<file path="src/rtl/uart_pkg.sv">
// Shared types and line-level constants for the UART transmitter.
package uart_pkg;

    localparam int unsigned UART_DATA_BITS   = 8;
    localparam int unsigned UART_BITCNT_W    = $clog2(UART_DATA_BITS);
    localparam logic        UART_IDLE_LEVEL  = 1'b1;
    localparam logic        UART_START_LEVEL = 1'b0;

    typedef enum logic [2:0] {
        IDLE,
        START,
        DATA,
        PARITY,
        STOP
    } tx_state_t;

endpackage

</file>
<file path="src/rtl/uart_bit_timer.sv">
// Free-running bit-period counter: o_done_c marks the last cycle of a short
// (CLKS_PER_BIT) or long (CLKS_PER_BIT*MAX_MULT) period, then wraps to zero.
module uart_bit_timer #(
    parameter int unsigned CLKS_PER_BIT = 3,
    parameter int unsigned MAX_MULT     = 1
) (
    input  logic clk,
    input  logic rst,
    input  logic i_restart,
    input  logic i_long,
    output logic o_done_c
);

    localparam int unsigned CW = $clog2(CLKS_PER_BIT * MAX_MULT) + 1;

    logic [CW-1:0] r_cnt;
    logic [CW-1:0] w_limit;

    assign w_limit  = i_long ? CW'(CLKS_PER_BIT * MAX_MULT - 1) : CW'(CLKS_PER_BIT - 1);
    assign o_done_c = (r_cnt == w_limit);

    always_ff @(posedge clk) begin
        if (rst || i_restart || o_done_c) begin
            r_cnt <= '0;
        end else begin
            r_cnt <= r_cnt + CW'(1);
        end
    end

endmodule

</file>
<file path="src/rtl/uart_tx.sv">
// UART transmitter with one-byte holding register, LSB-first 8N1/8N2 frames.
// Define UART_TX_PARITY_EN to insert an even-parity bit after the data bits.
module uart_tx
    import uart_pkg::*;
#(
    parameter int unsigned CLKS_PER_BIT = 3,
    parameter int unsigned STOP_BITS    = 1
) (
    input  logic                      clk,
    input  logic                      rst,
    input  logic [UART_DATA_BITS-1:0] i_data,
    input  logic                      i_req,
    output logic                      o_cts,
    output logic                      o_idle,
    output logic                      o_serial
);

    tx_state_t                 r_state;
    logic [UART_DATA_BITS-1:0] r_buf;
    logic                      r_buf_valid;
    logic [UART_DATA_BITS-1:0] r_shift;
    logic [UART_BITCNT_W-1:0]  r_bit_cnt;
    logic                      r_serial;
    logic                      r_idle;
`ifdef UART_TX_PARITY_EN
    logic                      r_parity;
`endif

    logic w_done;
    logic w_accept;
    logic w_stop_end;
    logic w_frame_free;
    logic w_load;
    logic w_to_idle;
    logic w_buf_valid_nxt;

    uart_bit_timer #(
        .CLKS_PER_BIT (CLKS_PER_BIT),
        .MAX_MULT     (STOP_BITS)
    ) u_timer (
        .clk       (clk),
        .rst       (rst),
        .i_restart (w_load),
        .i_long    (r_state == STOP),
        .o_done_c  (w_done)
    );

    // Shifter may be loaded from IDLE or on the last stop cycle (back-to-back).
    assign w_accept        = i_req && !r_buf_valid;
    assign w_stop_end      = (r_state == STOP) && w_done;
    assign w_frame_free    = (r_state == IDLE) || w_stop_end;
    assign w_load          = r_buf_valid && w_frame_free;
    assign w_to_idle       = !r_buf_valid && w_frame_free;
    assign w_buf_valid_nxt = w_accept || (r_buf_valid && !w_load);

    always_ff @(posedge clk) begin
        if (rst) begin
            r_state     <= IDLE;
            r_buf       <= '0;
            r_buf_valid <= 1'b0;
            r_shift     <= '0;
            r_bit_cnt   <= '0;
            r_serial    <= UART_IDLE_LEVEL;
            r_idle      <= 1'b1;
`ifdef UART_TX_PARITY_EN
            r_parity    <= 1'b0;
`endif
        end else begin
            r_buf_valid <= w_buf_valid_nxt;
            r_idle      <= w_to_idle && !w_buf_valid_nxt;
            if (w_accept) begin
                r_buf <= i_data;
            end

            if (w_load) begin
                r_shift  <= r_buf;
                r_state  <= START;
                r_serial <= UART_START_LEVEL;
`ifdef UART_TX_PARITY_EN
                r_parity <= ^r_buf;
`endif
            end else begin
                case (r_state)
                    START: begin
                        if (w_done) begin
                            r_state   <= DATA;
                            r_bit_cnt <= '0;
                            r_serial  <= r_shift[0];
                        end
                    end
                    DATA: begin
                        if (w_done) begin
                            r_bit_cnt <= r_bit_cnt + UART_BITCNT_W'(1);
                            if (r_bit_cnt == UART_BITCNT_W'(UART_DATA_BITS - 1)) begin
`ifdef UART_TX_PARITY_EN
                                r_state  <= PARITY;
                                r_serial <= r_parity;
`else
                                r_state  <= STOP;
                                r_serial <= UART_IDLE_LEVEL;
`endif
                            end else begin
                                r_shift  <= r_shift >> 1;
                                r_serial <= r_shift[1];
                            end
                        end
                    end
`ifdef UART_TX_PARITY_EN
                    PARITY: begin
                        if (w_done) begin
                            r_state  <= STOP;
                            r_serial <= UART_IDLE_LEVEL;
                        end
                    end
`endif
                    STOP: begin
                        if (w_done) begin
                            r_state  <= IDLE;
                            r_serial <= UART_IDLE_LEVEL;
                        end
                    end
                    default: begin
                        r_state  <= IDLE;
                        r_serial <= UART_IDLE_LEVEL;
                    end
                endcase
            end
        end
    end

    assign o_cts    = !r_buf_valid;
    assign o_idle   = r_idle;
    assign o_serial = r_serial;

endmodule

</file>
<file path="config.mk">
export PLATFORM = sky130hd
export DESIGN_NAME = uart_tx
export DESIGN_NICKNAME = d
export VERILOG_FILES = /design/src/rtl/uart_pkg.sv /design/src/rtl/uart_bit_timer.sv /design/src/rtl/uart_tx.sv
export SDC_FILE = /design/constraint.sdc
export NUM_CORES = 1
export LEC_CHECK = 0
export BUFFER_PORTS_ARGS = -buffer_cell sky130_fd_sc_hd__buf_2
export CAP_MARGIN = 20
export CORE_MARGIN = 3
export CORE_UTILIZATION = 35
export DETAILED_ROUTE_END_ITERATION = 10
export PLACE_DENSITY = 0.58
export SYNTH_ARGS = -nofsm -noshare
export SYNTH_HDL_FRONTEND = slang
export SYNTH_HIERARCHICAL = 1
export SYNTH_SLANG_ARGS = --single-unit
export TNS_END_PERCENT = 100
</file>
<file path="constraint.sdc">
create_clock -name clk -period 5.8 [get_ports clk]
set_clock_uncertainty 0.15 [all_clocks]
set_input_delay 0.87 -clock clk [delete_from_list [all_inputs] [get_ports clk]]
set_output_delay 0.87 -clock clk [all_outputs]
set_load 0.005 [all_outputs]
</file>
==> qor.txt, run 1 <==
==============================================================================
Number of setup buffers added after CTS                                      0
DRT Wirelength                                                         2522 um
Worst setup slack before clock tree synthesis                         3.534 ns
IO Count                                                                    14
Initial antenna violation count                                              0
# setup viols final                                                          0
Fraction of power spent switching nets                                  0.2668
Effective utilization at floorplan                                      0.3824
Fraction of power consumed by the clock network                          0.295
DP Area                                                               1410 um2
Fraction of power consumed by sequential logic                           0.542
Standard-cell rows                                                          21
RSZ-0062 raised after global routing                                     false
Synth-to-layout area growth                                             9.645%
Setup Crit Path Kind                                              flip-flop to flip-flop
Max-cap violation count                                                      0
Total via count after detailed routing                                    1060
DR pass1 iterations                                                          4
Vias in the first global route                                             932
Cell Count Post-Placement                                                  198
Largest voltage drop on the vdd net                                   144.2 uV
First-pass GRT wire length                                             4284 um
Vertical die dimension                                                67.79 um
Post-DR wirelength/cell                                               12.49 um
Internal                                                              297.8 uW
Per-cell via count in the routed design                                  5.248
Layout Utilization                                                      0.4193
Count of yosys warnings during synthesis                                     6
Final cycle utilization of the critical path                            0.3939
Clock tree from TritonCTS                                                 done
HP Class                                                          flip-flop to flip-flop
Required @ worst endpoint                                              5.83 ns
Remaining DRCs                                                               0
Post-route standard cell area excluding fillers                       1465 um2
Design Power                                                          406.1 uW
Net Count, Synth                                                           163
Final sum of negative setup slack                                         0 ns
Crit path launch type                                                flip-flop
Die boundary width                                                    67.79 um
Largest net degree at the start of global routing                           29
Port Buffers                                                                13
Number of standard cells in the layout, taps in and fillers out            202
Latest clock arrival within the worst-skew pair                        0.27 ns
Global-route usage over all layers                                      0.1232
Instance count of the mapped netlist                                       148
Crit end category                                                    flip-flop
CTS Hold Buffers Added                                                       0
Post-Synthesis Cell Area                                              1336 um2
Normalized max-slew margin                                              0.5668
Antenna diodes                                                               0
Hold_ws                                                              0.3136 ns
Residual antenna-violating net count after detailed routing                  0
Area inside the core boundary                                         3495 um2
Run status                                                        finished clean
Initial drt markers                                                         61
Final count of pins violating max slew                                       0
Final hold violations                                                        0
H-tree depth                                                                 1
Final Net Count                                                            172
Cell area power density                                           277.2 nW/um2
Min setup slack post-route                                            3.515 ns
Num CTS Buffers                                                              3
DP HPWL                                                                1751 um
Crit-path max FO                                                            14
CTS clk-pin slew, worst paths                                          0.09 ns
TritonCTS sink count                                                        28
Clk root buf                                                          clkbuf_8
Comb pwr share                                                           0.163
Cell leakage power                                                   0.5501 nW
Arrival time of data at the critical path endpoint                     2.31 ns
Filler Cells Inserted                                                      354
Time the worst path needs with I/O delays and setup                   2.285 ns
Remaining global-route overflow                                              0
Final RePlAce weighted congestion                                       0.7762
Cts repair resizes                                                           0
Maximum buffer depth of the clock tree                                       2
Switching power of the nets                                           108.3 uW
Total die area                                                        4595 um2
Synthesized area divided by synthesized cell count                   9.029 um2
Max Freq                                                             437.7 MHz
Proportion of layout cells with a drive suffix above 1                  0.1859
Slew @ Worst Pin                                                     0.6489 ns
==============================================================================
routing by layer:
layer / GRT usage / up-vias / wire length (um)
li1: - / 539 / -
met1: 0.1505 / 501 / 1181
met2: 0.2053 / 15 / 1210
met3: 0.03494 / 5 / 99
met4: 0.04467 / 0 / 29
met5: 0 / - / 0
power groups by stage:
stage,clock network (mW),registers [mW],logic (mW)
3_3_place_gp,0,0.224,0.0656
6_report,0.120,0.220,0.0663
5_1_grt,0.134,0.223,0.0748
3_5_place_dp,0,0.225,0.0671
4_1_cts,0.123,0.220,0.0673
2_1_floorplan,0,0.218,0.0574
cell type report:
cell class,count,area [um2],share of cell area
multi-input cells,106,708.2,0.4833
flip-flops and latches,28,560.5,0.3826
inverters,5,18.77,0.01281
well taps,46,57.56,0.03928
repair buffers,13,65.06,0.04441
clock buffers,4,55.05,0.03757
worst paths after layout:
kind	slack, ns	from	endpoint	depth (start not counted)
setup reg to reg	3.52	u_timer/r_cnt[0]$_SDFF_PP0_	r_shift[4]$_SDFFE_PP0P_	8
hold / removal	0.31	r_buf[7]$_SDFFE_PP0P_	r_shift[7]$_SDFFE_PP0P_	2
setup / recovery	3.52	u_timer/r_cnt[0]$_SDFF_PP0_	r_shift[4]$_SDFFE_PP0P_	8
hold reg to reg	0.31	r_buf[7]$_SDFFE_PP0P_	r_shift[7]$_SDFFE_PP0P_	2
cell usage in the layout (no fill, tap or decap), types with 2 or more instances in the layout:
| master | instances |
|---|---|
| dfxtp_1 | 28 |
| nand2_1 | 19 |
| a21oi_1 | 13 |
| nor2_1 | 13 |
| buf_2 | 13 |
| mux2i_1 | 8 |
| o21ai_0 | 7 |
| a311oi_1 | 6 |
| nor4_1 | 6 |
| nand2b_1 | 4 |
| ha_1 | 4 |
| clkbuf_8 | 4 |
| inv_2 | 2 |
| nor2b_1 | 2 |
| nor3_1 | 2 |
| a22oi_1 | 2 |
| inv_1 | 2 |
state kept, by name (all words and copies together), names as in the netlist:
name,count
o_idle,1
o_serial,1
r_bit_cnt,3
r_buf,8
r_buf_valid,1
r_shift,8
r_state,3
u_timer/r_cnt,3
critical path, stage by stage, from the launching register on:
cell,delay [ns]
dfxtp_1,0.34
inv_1,0.06
ha_1,0.15
nor2b_1,0.47
nand2b_2,0.29
nand3_4,0.13
inv_2,0.25
nand2_1,0.09
a311oi_1,0.27
Note: power is estimated with default switching activity, not from simulation.
==> run 2: changes to the inputs <==
--- a/config.mk
+++ b/config.mk
@@ -5,12 +5,13 @@
 export SDC_FILE = /design/constraint.sdc
 export NUM_CORES = 1
 export LEC_CHECK = 0
+export ABC_AREA = 1
 export BUFFER_PORTS_ARGS = -buffer_cell sky130_fd_sc_hd__buf_2
 export CAP_MARGIN = 20
 export CORE_MARGIN = 3
 export CORE_UTILIZATION = 35
 export DETAILED_ROUTE_END_ITERATION = 10
-export PLACE_DENSITY = 0.58
+export PLACE_DENSITY = 0.6
 export SYNTH_ARGS = -nofsm -noshare
 export SYNTH_HDL_FRONTEND = slang
 export SYNTH_HIERARCHICAL = 1
==> constraint.sdc (replaced) <==
create_clock -name clk -period 1.95 [get_ports clk]
set_clock_uncertainty 0.15 [all_clocks]
set_input_delay 0.2925 -clock clk [delete_from_list [all_inputs] [get_ports clk]]
set_output_delay 0.2925 -clock clk [all_outputs]
set_load 0.005 [all_outputs]
==> run 2 against run 1 <==
  * Total power rose to 3.2 times the previous value
  * Utilization decreased by 0.55 points
  * Design area increased by 5.7%
  * Highest routed layer unchanged
  * Synthesized cell count up 24%
  * Clock-buffer cell count shrank 1
  * Largest power group unchanged
  * Critical path depth is 3 higher
  * Critical endpoint is now u_timer/r_cnt[2]$_SDFF_PP0_
  * Non-clock buffer count grew 2
  * Cell count grew 21%
==> qor.txt, run 2 <==
=================================================================================================================
Initial antenna violation count                                                                                 0   unchanged
Critical register-to-register path startpoint                                                        u_timer/r_cnt[0]$_SDFF_PP0_   unchanged
Worst r2r path cells                                                                                           11   was 8
Final sum of negative setup slack                                                                            0 ns   unchanged
Setup Crit Path Kind                                                                                 flip-flop to flip-flop   unchanged
IO Count                                                                                                       14   unchanged
Count leader, synth                                                                                       nand2_1
DP HPWL                                                                                                   1940 um   was 1751 um
Most frequent cells in the layout                                                                    nand2_1 (40), dfxtp_1 (28), nor2_1 (26), inv_1 (14), nand3_1 (14)   was dfxtp_1 (28), nand2_1 (19), a21oi_1 (13), nor2_1 (13), buf_2 (13)
Largest net degree at the start of global routing                                                              21   was 29
Most common library cell in the layout ignoring fill and taps                                             nand2_1   was dfxtp_1
Clk root buf                                                                                             clkbuf_8   unchanged
Layout Utilization                                                                                         0.4138   was 0.4193
Number of different library cells in the post-synthesis netlist                                                23
R2r setup slk                                                                                             0.22 ns   was 3.52 ns
Final Net Count                                                                                               212   was 172
Vertical die dimension                                                                                   68.97 um   was 67.79 um
Count of yosys warnings during synthesis                                                                        6   unchanged
Sequential element share of the synthesized area                                                           0.4040
Normalized max-slew margin                                                                                 0.7048   was 0.5668
Design Power                                                                                             1.298 mW   was 406.1 uW
Share of cell area taken by muxes after synthesis                                                               0
Cts repair resizes                                                                                              0   unchanged
Required @ worst endpoint                                                                                 2.03 ns   was 5.83 ns
Min setup slack post-route                                                                              0.2247 ns   was 3.515 ns
Final RePlAce weighted congestion                                                                          0.8316   was 0.7762
Library cell with the largest summed area after synthesis                                                 dfxtp_1
Critical register-to-register path endpoint                                                          u_timer/r_cnt[2]$_SDFF_PP0_   was r_shift[4]$_SDFFE_PP0P_
Worst setup slack before clock tree synthesis                                                           0.2184 ns   was 3.534 ns
Largest cells by area after synthesis                                                                dfxtp_1 (40%), nand2_1 (11%), nor2_1 (7.0%), nand3_1 (5.0%), nand4_1 (4.5%)
Effective utilization at floorplan                                                                         0.3707   was 0.3824
Number of setup buffers added after CTS                                                                         0   unchanged
Cell leakage power                                                                                      0.6857 nW   was 0.5501 nW
Count of flip-flops with a built-in enable after synthesis                                                      0
Total die area                                                                                           4756 um2   was 4595 um2
Synth-to-layout area growth                                                                                11.63%   was 9.645%
Standard-cell rows                                                                                             22   was 21
Time the worst path needs with I/O delays and setup                                                      1.725 ns   was 2.285 ns
List of most frequent post-synthesis cells                                                           nand2_1 (40), dfxtp_1 (28), nor2_1 (26)
Startpoint of the tightest hold check path                                                              i_data[6]   was r_buf[7]$_SDFFE_PP0P_
Residual antenna-violating net count after detailed routing                                                     0   unchanged
WHS Path Cells                                                                                                  3   was 2
RSZ-0062 raised after global routing                                                                        false   unchanged
Maximum buffer depth of the clock tree                                                                          2   unchanged
CTS Hold Buffers Added                                                                                          0   unchanged
Post-synthesis compound-gate area fraction                                                                 0.1064
Post-DR wirelength/cell                                                                                  10.67 um   was 12.49 um
Die boundary width                                                                                       68.97 um   was 67.79 um
Post-Synthesis Cell Area                                                                                 1388 um2   was 1336 um2
Antenna diodes                                                                                                  0   unchanged
Max Freq                                                                                                579.6 MHz   was 437.7 MHz
Crit end category                                                                                       flip-flop   unchanged
Cell area power density                                                                              837.8 nW/um2   was 277.2 nW/um2
Remaining global-route overflow                                                                                 0   unchanged
Final cycle utilization of the critical path                                                               0.8848   was 0.3939
Top cell type's share of synthesized area                                                                  0.4040
Total via count after detailed routing                                                                       1147   was 1060
Clock tree from TritonCTS                                                                                    done   unchanged
CTS clk-pin slew, worst paths                                                                             0.10 ns   was 0.09 ns
Slew @ Worst Pin                                                                                        0.4412 ns   was 0.6489 ns
Simple-gate share of the synthesized area                                                                  0.3607
Arithmetic-cell share of the synthesized area counting full adders, half adders and majority gates        0.03607
Global-route usage over all layers                                                                         0.1269   was 0.1232
Crit-path max FO                                                                                               20   was 14
H-tree depth                                                                                                    1   unchanged
Net Count, Synth                                                                                              198   was 163
First-pass GRT wire length                                                                                4588 um   was 4284 um
# setup viols final                                                                                             0   unchanged
Ys flop type                                                                                              dfxtp_1
Num CTS Buffers                                                                                                 3   unchanged
Crit path launch type                                                                                   flip-flop   unchanged
Final count of pins violating max slew                                                                          0   unchanged
Initial drt markers                                                                                            22   was 61
Per-cell via count in the routed design                                                                     4.701   was 5.248
Vias in the first global route                                                                               1060   was 932
Proportion of layout cells with a drive suffix above 1                                                     0.2092   was 0.1859
Min-Delay Endpoint                                                                                   r_buf[6]$_SDFFE_PP0P_   was r_shift[7]$_SDFFE_PP0P_
Largest voltage drop on the vdd net                                                                      387.8 uV   was 144.2 uV
Remaining DRCs                                                                                                  0   unchanged
HP Class                                                                                             primary input to flip-flop   was flip-flop to flip-flop
Async set-or-reset flop fraction in the synthesized netlist                                                     0
Combinational family with the most area after synthesis                                              simple AND/OR/NAND/NOR gates
Port Buffers                                                                                                   13   unchanged
Area inside the core boundary                                                                            3744 um2   was 3495 um2
Final hold violations                                                                                           0   unchanged
Arrival time of data at the critical path endpoint                                                        1.81 ns   was 2.31 ns
Synthesized area divided by synthesized cell count                                                      7.582 um2   was 9.029 um2
DRT Wirelength                                                                                            2604 um   was 2522 um
Run status                                                                                           finished clean   unchanged
Number of register bits inferred by synthesis                                                                  28
Latest clock arrival within the worst-skew pair                                                           0.28 ns   was 0.27 ns
DR pass1 iterations                                                                                             4   unchanged
TritonCTS sink count                                                                                           28   unchanged
XOR/XNOR Fraction of Synth Area                                                                                 0
Instance count of the mapped netlist                                                                          183   was 148
Max-cap violation count                                                                                         0   unchanged
Registers with the most flip-flops                                                                   r_buf: 8 flops, r_shift: 8 flops   unchanged
=================================================================================================================
-- run 2: per-stage QoR --
| stage | std cells | hold slack, ns | instance area, um2 |
|---|---|---|---|
| floorplan | 183 | 0.2673 | 1388 |
| global placement | 240 | 0.2822 | 1478 |
| detailed placement | 240 | 0.2861 | 1478 |
| CTS | 244 | 0.07234 | 1549 |
| global route | 244 | 0.08077 | 1549 |
| finish | 244 | 0.07335 | 1549 |
-- run 2: final cells by class --
| cell class | instances | area (um2) |
|---|---|---|
| clock buffer | 3 | 41.29 |
| clock inverter | 1 | 30.03 |
| fill | 424 | 2195 |
| inverter | 19 | 78.83 |
| multi-input combinational | 130 | 698.2 |
| sequential | 28 | 560.5 |
| tap | 48 | 60.06 |
| timing repair buffer | 15 | 80.08 |
-- run 2: routing by layer --
layer / vias up / share of wire / track usage
met5: - / 0 / 0
met4: 0 / 0.010 / 0.05109
met3: 4 / 0.038 / 0.02269
met2: 17 / 0.44 / 0.1964
met1: 504 / 0.51 / 0.1736
li1: 622 / - / -
-- run 2: report_power, final --
group	internal [mW]	leakage, nW	switching, mW
logic	0.0713	0.421	0.124
registers	0.610	0.229	0.0273
clock network	0.275	0.0357	0.190
total	0.956	0.686	0.341
-- run 2: worst max path at each step --
stage	start	end
floorplan	u_timer/r_cnt[0]$_SDFF_PP0_	r_shift[0]$_SDFFE_PP0P_
global placement	u_timer/r_cnt[0]$_SDFF_PP0_	r_shift[0]$_SDFFE_PP0P_
detailed placement	u_timer/r_cnt[0]$_SDFF_PP0_	u_timer/r_cnt[2]$_SDFF_PP0_
CTS	u_timer/r_cnt[0]$_SDFF_PP0_	u_timer/r_cnt[2]$_SDFF_PP0_
global route	u_timer/r_cnt[0]$_SDFF_PP0_	r_shift[0]$_SDFFE_PP0P_
finish	u_timer/r_cnt[0]$_SDFF_PP0_	u_timer/r_cnt[2]$_SDFF_PP0_
-- run 2: kinds of logic after synthesis --
family | count (synthesis)
AOI/OAI and AO/OA | 25
buffers and inverters | 25
DFF | 28
and+or+nand+nor | 101
adders and majority gates | 4
-- run 2: critical path, stage by stage (launching register included) --
cell and delay [ns]:
dfxtp_1 0.36, inv_1 0.05, ha_1 0.20, nand2_2 0.08, inv_1 0.07, inv_4 0.09, nand2_4 0.09, nand3_4 0.22
clkinv_4 0.10, nor2_4 0.11, nand2_2 0.07, nor2_2 0.09
